### config.mk
export PLATFORM = sky130hd
export DESIGN_NAME = chaotic_stream_cipher_flat
export DESIGN_NICKNAME = d
export VERILOG_FILES = /design/src/rtl/chaotic_stream_cipher_if.sv /design/src/rtl/chaotic_stream_cipher.sv /design/src/flat_wrapper.sv
export SDC_FILE = /design/constraint.sdc
export NUM_CORES = 1
export LEC_CHECK = 0
export CAP_MARGIN = 20
export CORE_MARGIN = 2
export CORE_UTILIZATION = 54
export CTS_CLUSTER_DIAMETER = 150
export DETAILED_ROUTE_END_ITERATION = 8
export GPL_TIMING_DRIVEN = 0
export PLACE_DENSITY = 0.78
export SKIP_LAST_GASP = 1
export SYNTH_ARGS = -nofsm -noshare
export SYNTH_HDL_FRONTEND = slang
export SYNTH_SLANG_ARGS = --single-unit
### constraint.sdc
create_clock -name clk -period 5.3 [get_ports clk]
set_clock_uncertainty 0.15 [all_clocks]
set_input_delay 1.06 -clock clk [delete_from_list [all_inputs] [get_ports clk]]
set_output_delay 1.06 -clock clk [all_outputs]
set_load 0.02 [all_outputs]
### src/rtl/chaotic_stream_cipher_if.sv
// Pixel stream bundle for the chaotic stream cipher: input and output valid/ready channels.
// The master modport is the source/sink side; the slave modport is the cipher.
interface chaotic_stream_cipher_if #(
    parameter int CH = 3,
    parameter int DW = 8
);
    logic                 in_valid;
    logic                 in_ready;
    logic [CH*DW-1:0]     in_data;
    logic                 out_valid;
    logic                 out_ready;
    logic [CH*DW-1:0]     out_data;

    modport master (
        output in_valid, in_data, out_ready,
        input  in_ready, out_valid, out_data
    );

    modport slave (
        input  in_valid, in_data, out_ready,
        output in_ready, out_valid, out_data
    );
endinterface

### src/rtl/chaotic_stream_cipher.sv
// Streaming pixel cipher: XORs each channel with a Galois LFSR keystream slice,
// with optional ciphertext chaining. Decrypt is the same datapath with the same seed.
module chaotic_stream_cipher #(
    parameter int            CH   = 3,
    parameter int            DW   = 8,
    parameter int            NPIX = 65536,
    parameter int            LW   = 32,
    parameter logic [LW-1:0] TAP  = 32'h80200003
) (
    input  logic                       clk,
    input  logic                       rst,
    input  logic                       start,
    input  logic [LW-1:0]              seed,
    input  logic                       mode,
    input  logic                       dir,
    chaotic_stream_cipher_if.slave     bus,
    output logic                       busy,
    output logic                       done,
    output logic [$clog2(NPIX+1)-1:0]  pix_count
);
    // Keystream is the low CH*DW bits of the LFSR, so CH*DW must not exceed LW.
    localparam int            PW   = CH * DW;
    localparam int            CW   = $clog2(NPIX + 1);
    localparam logic [CW-1:0] LAST = CW'(NPIX - 1);

    typedef enum logic [1:0] {IDLE, RUN, FLUSH, DONE} state_t;

    state_t        state;
    logic [LW-1:0] lfsr;
    logic [PW-1:0] chain;
    logic [CW-1:0] in_cnt;
    logic          mode_q;
    logic          dir_q;
    logic          in_hs;
    logic          out_hs;
    logic [PW-1:0] key;
    logic [PW-1:0] enc;

    assign bus.in_ready = (state == RUN) && (!bus.out_valid || bus.out_ready);
    assign in_hs        = bus.in_valid && bus.in_ready;
    assign out_hs       = bus.out_valid && bus.out_ready;
    assign key          = lfsr[PW-1:0];
    assign enc          = bus.in_data ^ key ^ (mode_q ? chain : '0);
    assign busy         = (state != IDLE);
    assign done         = (state == DONE);

    always_ff @(posedge clk or posedge rst) begin
        if (rst) begin
            state         <= IDLE;
            lfsr          <= LW'(1);
            chain         <= '0;
            in_cnt        <= '0;
            pix_count     <= '0;
            mode_q        <= 1'b0;
            dir_q         <= 1'b0;
            bus.out_valid <= 1'b0;
            bus.out_data  <= '0;
        end else begin
            case (state)
                IDLE: begin
                    if (start) begin
                        lfsr          <= (seed == '0) ? LW'(1) : seed;
                        mode_q        <= mode;
                        dir_q         <= dir;
                        chain         <= '0;
                        in_cnt        <= '0;
                        pix_count     <= '0;
                        bus.out_valid <= 1'b0;
                        state         <= RUN;
                    end
                end
                RUN, FLUSH: begin
                    if (out_hs) begin
                        bus.out_valid <= 1'b0;
                        pix_count     <= pix_count + 1'b1;
                    end
                    // A new pixel overrides the drop of out_valid, giving back-to-back throughput.
                    if (in_hs) begin
                        bus.out_valid <= 1'b1;
                        bus.out_data  <= enc;
                        lfsr          <= (lfsr >> 1) ^ (lfsr[0] ? TAP : '0);
                        if (mode_q)
                            chain <= dir_q ? bus.in_data : enc;
                        in_cnt <= in_cnt + 1'b1;
                        if (in_cnt == LAST)
                            state <= FLUSH;
                    end
                    // In FLUSH the output register can only hold the final pixel.
                    if (state == FLUSH && out_hs)
                        state <= DONE;
                end
                DONE:    state <= IDLE;
                default: state <= IDLE;
            endcase
        end
    end
endmodule
### src/flat_wrapper.sv
// flat-port wrapper written by rule: the top's interface ports become plain ports
module chaotic_stream_cipher_flat 
#(
    parameter int            CH   = 3,
    parameter int            DW   = 8,
    parameter int            NPIX = 65536,
    parameter int            LW   = 32,
    parameter logic [LW-1:0] TAP  = 32'h80200003
)
  (clk, rst, start, seed, mode, dir, busy, done, pix_count, bus_in_valid, bus_in_data, bus_out_ready, bus_in_ready, bus_out_valid, bus_out_data);
  chaotic_stream_cipher_if #(.CH(CH), .DW(DW)) bus_i ();
  input  logic clk;
  input  logic rst;
  input  logic start;
  input  logic [LW-1:0] seed;
  input  logic mode;
  input  logic dir;
  output logic busy;
  output logic done;
  output logic [$clog2(NPIX+1)-1:0] pix_count;
  input wire logic [$bits(bus_i.in_valid)-1:0] bus_in_valid;
  input wire logic [$bits(bus_i.in_data)-1:0] bus_in_data;
  input wire logic [$bits(bus_i.out_ready)-1:0] bus_out_ready;
  output wire logic [$bits(bus_i.in_ready)-1:0] bus_in_ready;
  output wire logic [$bits(bus_i.out_valid)-1:0] bus_out_valid;
  output wire logic [$bits(bus_i.out_data)-1:0] bus_out_data;
  assign bus_i.in_valid = bus_in_valid;
  assign bus_i.in_data = bus_in_data;
  assign bus_i.out_ready = bus_out_ready;
  assign bus_in_ready = bus_i.in_ready;
  assign bus_out_valid = bus_i.out_valid;
  assign bus_out_data = bus_i.out_data;
  chaotic_stream_cipher #(.CH(CH), .DW(DW), .NPIX(NPIX), .LW(LW), .TAP(TAP)) u_core (.clk(clk), .rst(rst), .start(start), .seed(seed), .mode(mode), .dir(dir), .bus(bus_i), .busy(busy), .done(done), .pix_count(pix_count));
endmodule
==> impl_metrics.env, run 1 <==
export IMPL_outcome="finished with violations"
export IMPL_violations="DRC"
export IMPL_ctsHoldBuffers=0
export IMPL_antenna_found_initial=0
export IMPL_cap_violations=0
export IMPL_setup_viol=0
export IMPL_drive_above_1_share_pct=12.0
export IMPL_wl_per_cell_um=19.9
export IMPL_postPlaceCellArea_mm2=0.00772
export IMPL_peakVddDrop_v=0.000363
export IMPL_mostFrequentLayoutCell="dfrtp_1"
export IMPL_antennaDiodeCount=0
export IMPL_areaGrowthSynthToFinish_pct=29.5
export IMPL_die_area_mm2=0.0128
export IMPL_boundaryPins=108
export IMPL_path_buf_inv=2
export IMPL_synth_top_area_share_pct=45.9
export IMPL_die_h_um=113
export IMPL_end_kind="output pin"
export IMPL_cts_clk_slew_worst_paths_ns=0.05
export IMPL_worstHoldStart="u_core.bus.out_data[15]$_DFFE_PP0P_"
export IMPL_cp_common_cell="clkdlybuf4s50_1"
export IMPL_tritoncts_num_buffers=17
export IMPL_syn_cell_area_mm2=0.00644
export IMPL_cts_sinks=119
export IMPL_slew_viol_final=0
export IMPL_tightest_slew_ns=0.766
export IMPL_post_cts_setup_buffers=0
export IMPL_fmax_ghz=0.261
export IMPL_htreeDepth=4
export IMPL_hpwlAfterDp_um=13000
export IMPL_grt_pass1_wl_um=30400
export IMPL_grt_overflow_total=0
export IMPL_post_cts_resized=0
export IMPL_drtIter0Drc=617
export IMPL_hold_path_class="reg2reg"
export IMPL_drt_pre_antenna_iters=9
export IMPL_crit_required_ns=4.09
export IMPL_crit_family="buffers and inverters"
export IMPL_holdWs_ns=0.326
export IMPL_clock_latency_ns=0.41
export IMPL_postRouteAntennaNets=0
export IMPL_synth_warning_count=0
export IMPL_drcViolationCount=9
export IMPL_arrival_ns=2.62
export IMPL_total_power_uw=5390
export IMPL_power_density_mw_per_mm2=647
export IMPL_worst_slack_ns=1.47
export IMPL_path_class="in2out"
export IMPL_synth_distinct_cells=50
export IMPL_wirelength_um=18500
export IMPL_ys_seq_area_share_pct=46.3
export IMPL_final_util_pct=72.4
export IMPL_grt_max_degree=79
export IMPL_yosys_area_top_type="dfrtp_1"
export IMPL_p_leak_uw=0.00338
export IMPL_core_area_mm2=0.0115
export IMPL_avgViaCountPerCell=6.28
export IMPL_rr_startpoint="u_core.state[0]$_DFFE_PP0P_"
export IMPL_min_period_ns=3.83
export IMPL_syn_area_per_cell_um2=9.97
export IMPL_crit_start="bus_out_ready"
export IMPL_synth_nets=716
export IMPL_cts_tree="built"
export IMPL_clock_tree_buffer_depth=2
export IMPL_nets=843
export IMPL_rsz0062_at_grt="no"
export IMPL_cp_start_kind="input pin"
export IMPL_first_global_vias=5993
export IMPL_grt_total_usage_pct=29.8
export IMPL_cpPeakStageDelay_ns=0.59
export IMPL_initial_core_util_pct=55.9
export IMPL_path_cells="clkdlybuf4s50_1 -> nand2b_2 -> and2_1 -> clkdlybuf4s50_1"
export IMPL_io_buffers=107
export IMPL_row_count=39
export IMPL_dr_total_vias=5835
export IMPL_finalCritPeriodShare_pct=72.2
export IMPL_routabilityCongestion=0.861
export IMPL_slew_headroom_pct=48.9
export IMPL_layout_common_cells="dfrtp_1, clkdlybuf4s50_1, a21oi_1, nand2_1, xnor2_1"
export IMPL_pre_cts_ws_ns=1.47
export IMPL_synthesis_instances=646
export IMPL_synth_area_top_cells="dfrtp_1, xnor2_1, a21oi_1"
export IMPL_ys_seq_elements=119
export IMPL_crit_slowest_cell="clkdlybuf4s50_1"
export IMPL_fp_dieW_um=113
export IMPL_final_area_mm2=0.00834
export IMPL_path_max_fanout=7
export IMPL_hold_viol=0
export IMPL_clock_root_buffer="clkbuf_16"
[per-layer routing]
layer	up-vias	routed length (µm)	GRT usage (%)	part of all wire [%]
met1	2922	7910	39.9	43
met4	0	276	9.02	1.5
met5	-	0	0	0
li1	2631	-	-	-
met3	30	1310	6.48	7.1
met2	252	8990	48.7	49
[cell type report]
class / instances / area (µm²)
timing repair buffer: 108 / 1100
sequential: 119 / 2980
buffer: 45 / 233
fill: 842 / 3180
multi-input combinational: 475 / 3200
clock inverter: 11 / 148
tap: 143 / 179
clock buffer: 21 / 470
inverter: 7 / 31.3
[metrics by stage]
stage	setup TNS, ns	cells
2_1_floorplan	0	646
3_3_place_gp	-92.91	896
3_5_place_dp	0	897
4_1_cts	0	929
5_1_grt	0	929
6_report	0	929
[synth_stat cells, drive strengths merged]
cell,instances
a22o,1
ha,7
a21boi,1
xor2,4
nand4,14
a21oi,80
a221o,24
nor2b,3
clkbuf,18
dfstp,1
nor2,15
o221a,1
nand2b,8
and2,6
a22oi,2
or4,16
o221ai,1
o41ai,3
dfrtp,118
inv,7
buf,27
nand3b,1
a21bo,1
a31oi,1
a21o,1
o211ai,1
o31ai,15
o21ai,37
mux2,6
and4,4
and3,3
o311ai,3
nor3,29
nand2,71
or3,2
or4b,1
mux2i,33
xnor2,52
a31o,1
nand3,17
nor4,10
[power breakdown]
group	internal [µW]	leakage [µW]	total, µW	switching, µW
Combinational	1050	0.00158	2660	1620
Sequential	1240	0.00151	1530	286
Clock	776	0.000291	1210	429
Total	3060	0.00338	5390	2330
[state kept, by name, summed over array words and instances (netlist names)]
name                  flops
u_core.bus.out_data      24
u_core.bus.out_valid      1
u_core.chain             24
u_core.dir_q              1
u_core.in_cnt            17
u_core.lfsr              32
u_core.mode_q             1
u_core.pix_count         17
u_core.state              2
[worst reg2reg max path: stages, from the launching register on]
cell	delay [ns]
dfrtp_1	0.40
inv_1	0.09
ha_1	0.33
buf_2	0.19
mux2i_1	0.46
buf_2	0.34
buf_2	0.28
o31ai_1	0.12
a21oi_1	0.15
[cell families after synthesis]
kind of cell,share of synthesized area (%)
XOR/XNOR,7.62
AND/OR/NAND/NOR,17.7
flip-flops,46.3
adder cells (fa/ha/maj),1.36
buffers and inverters,4.02
multiplexers,6.18
AO/OA/AOI/OAI,16.9
[worst paths after layout]
kind | to | slack [ns] | cells after the start
max in group asynchronous | u_core.in_cnt[7]$_DFFE_PP0P_ | 3.41 | 3
min reg2reg | u_core.bus.out_data[15]$_DFFE_PP0P_ | 0.33 | 2
min in group asynchronous | u_core.chain[21]$_DFFE_PP0P_ | 0.87 | 2
max reg2reg | u_core.in_cnt[8]$_DFFE_PP0P_ | 2.68 | 8
min | u_core.bus.out_data[15]$_DFFE_PP0P_ | 0.33 | 2
max | bus_in_ready | 1.47 | 4
Note: power is estimated with default switching activity, not from simulation.
==> run 2: changes to the inputs <==
--- a/config.mk
+++ b/config.mk
@@ -7,11 +7,11 @@
 export LEC_CHECK = 0
 export CAP_MARGIN = 20
 export CORE_MARGIN = 2
-export CORE_UTILIZATION = 54
+export CORE_UTILIZATION = 49
 export CTS_CLUSTER_DIAMETER = 150
 export DETAILED_ROUTE_END_ITERATION = 8
 export GPL_TIMING_DRIVEN = 0
-export PLACE_DENSITY = 0.78
+export PLACE_DENSITY = 0.74
 export SKIP_LAST_GASP = 1
 export SYNTH_ARGS = -nofsm -noshare
 export SYNTH_HDL_FRONTEND = slang
==> constraint.sdc (replaced) <==
create_clock -name clk -period 3.17 [get_ports clk]
set_clock_uncertainty 0.15 [all_clocks]
set_input_delay 0.634 -clock clk [delete_from_list [all_inputs] [get_ports clk]]
set_output_delay 0.634 -clock clk [all_outputs]
set_load 0.02 [all_outputs]
==> run 2 against run 1 <==
The run now ends clean. Critical path depth did not move. Hold slack worse by 0.00084 ns. Final cell count grew 3.3%. Non-clock buffer count up 2. Sequential power rose by 67%. Register-to-register slack got worse by 2.1 ns. Critical endpoint unchanged. Largest power group unchanged.
==> impl_metrics.env, run 2 (synthesis gave the netlist of run 1 again) <==
export IMPL_hold_viol=0
export IMPL_crit_slowest_cell="clkdlybuf4s50_1"
export IMPL_pre_cts_ws_ns=0.159
export IMPL_grt_max_degree=40
export IMPL_hold_path_class="reg2reg"
export IMPL_end_kind="output pin"
export IMPL_tns_ns=0
export IMPL_clock_latency_ns=0.42
export IMPL_peakVddDrop_v=0.000526
export IMPL_slew_viol_final=0
export IMPL_min_period_ns=3.03
export IMPL_postRouteAntennaNets=0
export IMPL_post_cts_setup_buffers=0
export IMPL_ctsHoldBuffers=0
export IMPL_final_util_pct=66.0
export IMPL_htreeDepth=4
export IMPL_comb_power_share_pct=49.2
export IMPL_tritoncts_num_buffers=17
export IMPL_die_h_um=119
export IMPL_reg_top3="u_core.lfsr (32), u_core.bus.out_data (24), u_core.chain (24)"
export IMPL_cp_common_cell="clkdlybuf4s50_1"
export IMPL_nets=845
export IMPL_drcViolationCount=0
export IMPL_core_area_mm2=0.0127
export IMPL_layout_common_cells="dfrtp_1, clkdlybuf4s50_1, a21oi_1, nand2_1, xnor2_1"
export IMPL_p_sw_uw=3840
export IMPL_hpwlAfterDp_um=13500
export IMPL_clock_tree_buffer_depth=2
export IMPL_cap_violations=0
export IMPL_tightest_slew_ns=0.764
export IMPL_boundaryPins=108
export IMPL_cp_start_kind="input pin"
export IMPL_initial_core_util_pct=50.6
export IMPL_grt_total_usage_pct=27.1
export IMPL_crit_required_ns=2.39
export IMPL_p_sw_share_pct=43.0
export IMPL_path_class="in2out"
export IMPL_antennaDiodeCount=0
export IMPL_p_leak_uw=0.00339
export IMPL_worst_slack_ns=0.144
export IMPL_cts_clk_slew_worst_paths_ns=0.05
export IMPL_drive_above_1_share_pct=12.2
export IMPL_setup_viol=0
export IMPL_cts_sinks=119
export IMPL_share_seq_of_total_power_pct=28.5
export IMPL_finalCritPeriodShare_pct=95.5
export IMPL_cts_tree="built"
export IMPL_outcome="completed"
export IMPL_slew_headroom_pct=49.1
export IMPL_routabilityCongestion=0.880
export IMPL_mostFrequentLayoutCell="dfrtp_1"
export IMPL_path_max_fanout=7
export IMPL_wl_per_cell_um=19.1
export IMPL_max_flop_register="u_core.lfsr"
export IMPL_internal_power_uw=5100
export IMPL_largest_reg_flops=32
export IMPL_nFillCells=1070
export IMPL_drt_pre_antenna_iters=5
export IMPL_post_cts_resized=0
export IMPL_first_global_vias=5796
export IMPL_dr_total_vias=5784
export IMPL_path_cells="clkdlybuf4s50_1 -> nand2b_2 -> and2_1 -> clkdlybuf4s50_1"
export IMPL_clock_root_buffer="clkbuf_16"
export IMPL_drtIter0Drc=528
export IMPL_cpPeakStageDelay_ns=0.61
export IMPL_die_area_mm2=0.0141
export IMPL_fp_dieW_um=119
export IMPL_io_buffers=107
export IMPL_areaGrowthSynthToFinish_pct=30.4
export IMPL_grt_pass1_wl_um=30000
export IMPL_rsz0062_at_grt="no"
export IMPL_avgViaCountPerCell=6.03
export IMPL_p_clk_share_pct=22.3
export IMPL_grt_overflow_total=0
export IMPL_antenna_found_initial=0
export IMPL_crit_family="buffers and inverters"
export IMPL_path_buf_inv=2
export IMPL_power_density_mw_per_mm2=1070
export IMPL_arrival_ns=2.24
export IMPL_fmax_ghz=0.330
export IMPL_wirelength_um=18300
export IMPL_row_count=41
[run 2: tightest hold or removal path, stage by stage, from the launching register on]
cell and delay (ns):
dfrtp_1 0.34, nand2_1 0.04, o21ai_0 0.06
[run 2: layer usage]
| layer | vias to the layer above | GRT usage, % | share of wire, % |
|---|---|---|---|
| met5 | - | 0 | 0 |
| met4 | 0 | 11.2 | 2.3 |
| met2 | 258 | 42.9 | 47 |
| li1 | 2643 | - | - |
| met1 | 2845 | 35.9 | 43 |
| met3 | 38 | 6.03 | 7.1 |
[run 2: area by class of cell]
class / instances / area (µm²) / share of cell area [%]
flip-flops and latches: 119 / 2980 / 35.5
plain buffers: 45 / 233 / 2.77
clock inverters: 12 / 150 / 1.79
repair buffers: 110 / 1130 / 13.5
inverters: 7 / 30.0 / 0.358
multi-input cells: 475 / 3200 / 38.1
well taps: 172 / 215 / 2.56
clock buffers: 20 / 457 / 5.44
[run 2: power by group through the flow]
| stage | logic, µW | registers (µW) | clock network (µW) |
|---|---|---|---|
| after global routing | 4810 | 2600 | 2080 |
| after detailed placement | 4350 | 2550 | 0 |
| after global placement | 4200 | 2510 | 0 |
| final | 4400 | 2550 | 1990 |
| after CTS | 4380 | 2530 | 2000 |
| after floorplan | 2920 | 2570 | 0 |
[run 2: path summary, 6_finish.rpt]
check | end | start | cells after the start | slack (ns)
setup / recovery | bus_in_ready | bus_out_ready | 4 | 0.14
hold / removal | u_core.bus.out_data[17]$_DFFE_PP0P_ | u_core.bus.out_data[17]$_DFFE_PP0P_ | 2 | 0.32
setup reg to reg | u_core.in_cnt[3]$_DFFE_PP0P_ | u_core.state[0]$_DFFE_PP0P_ | 8 | 0.58
hold reg to reg | u_core.bus.out_data[17]$_DFFE_PP0P_ | u_core.bus.out_data[17]$_DFFE_PP0P_ | 2 | 0.32
max in group asynchronous | u_core.chain[10]$_DFFE_PP0P_ | rst | 4 | 1.57
min in group asynchronous | u_core.state[1]$_DFFE_PP0P_ | rst | 2 | 0.53
[run 2: stage by stage]
step | area [µm²] | hold WS (ns) | power (µW) | instances
after floorplan | 6440 | 0.330 | 5490 | 646
after global placement | 7730 | 0.311 | 6710 | 925
after detailed placement | 7790 | 0.322 | 6900 | 928
after CTS | 8390 | 0.334 | 8920 | 960
after global routing | 8390 | 0.358 | 9490 | 960
final | 8390 | 0.325 | 8940 | 960
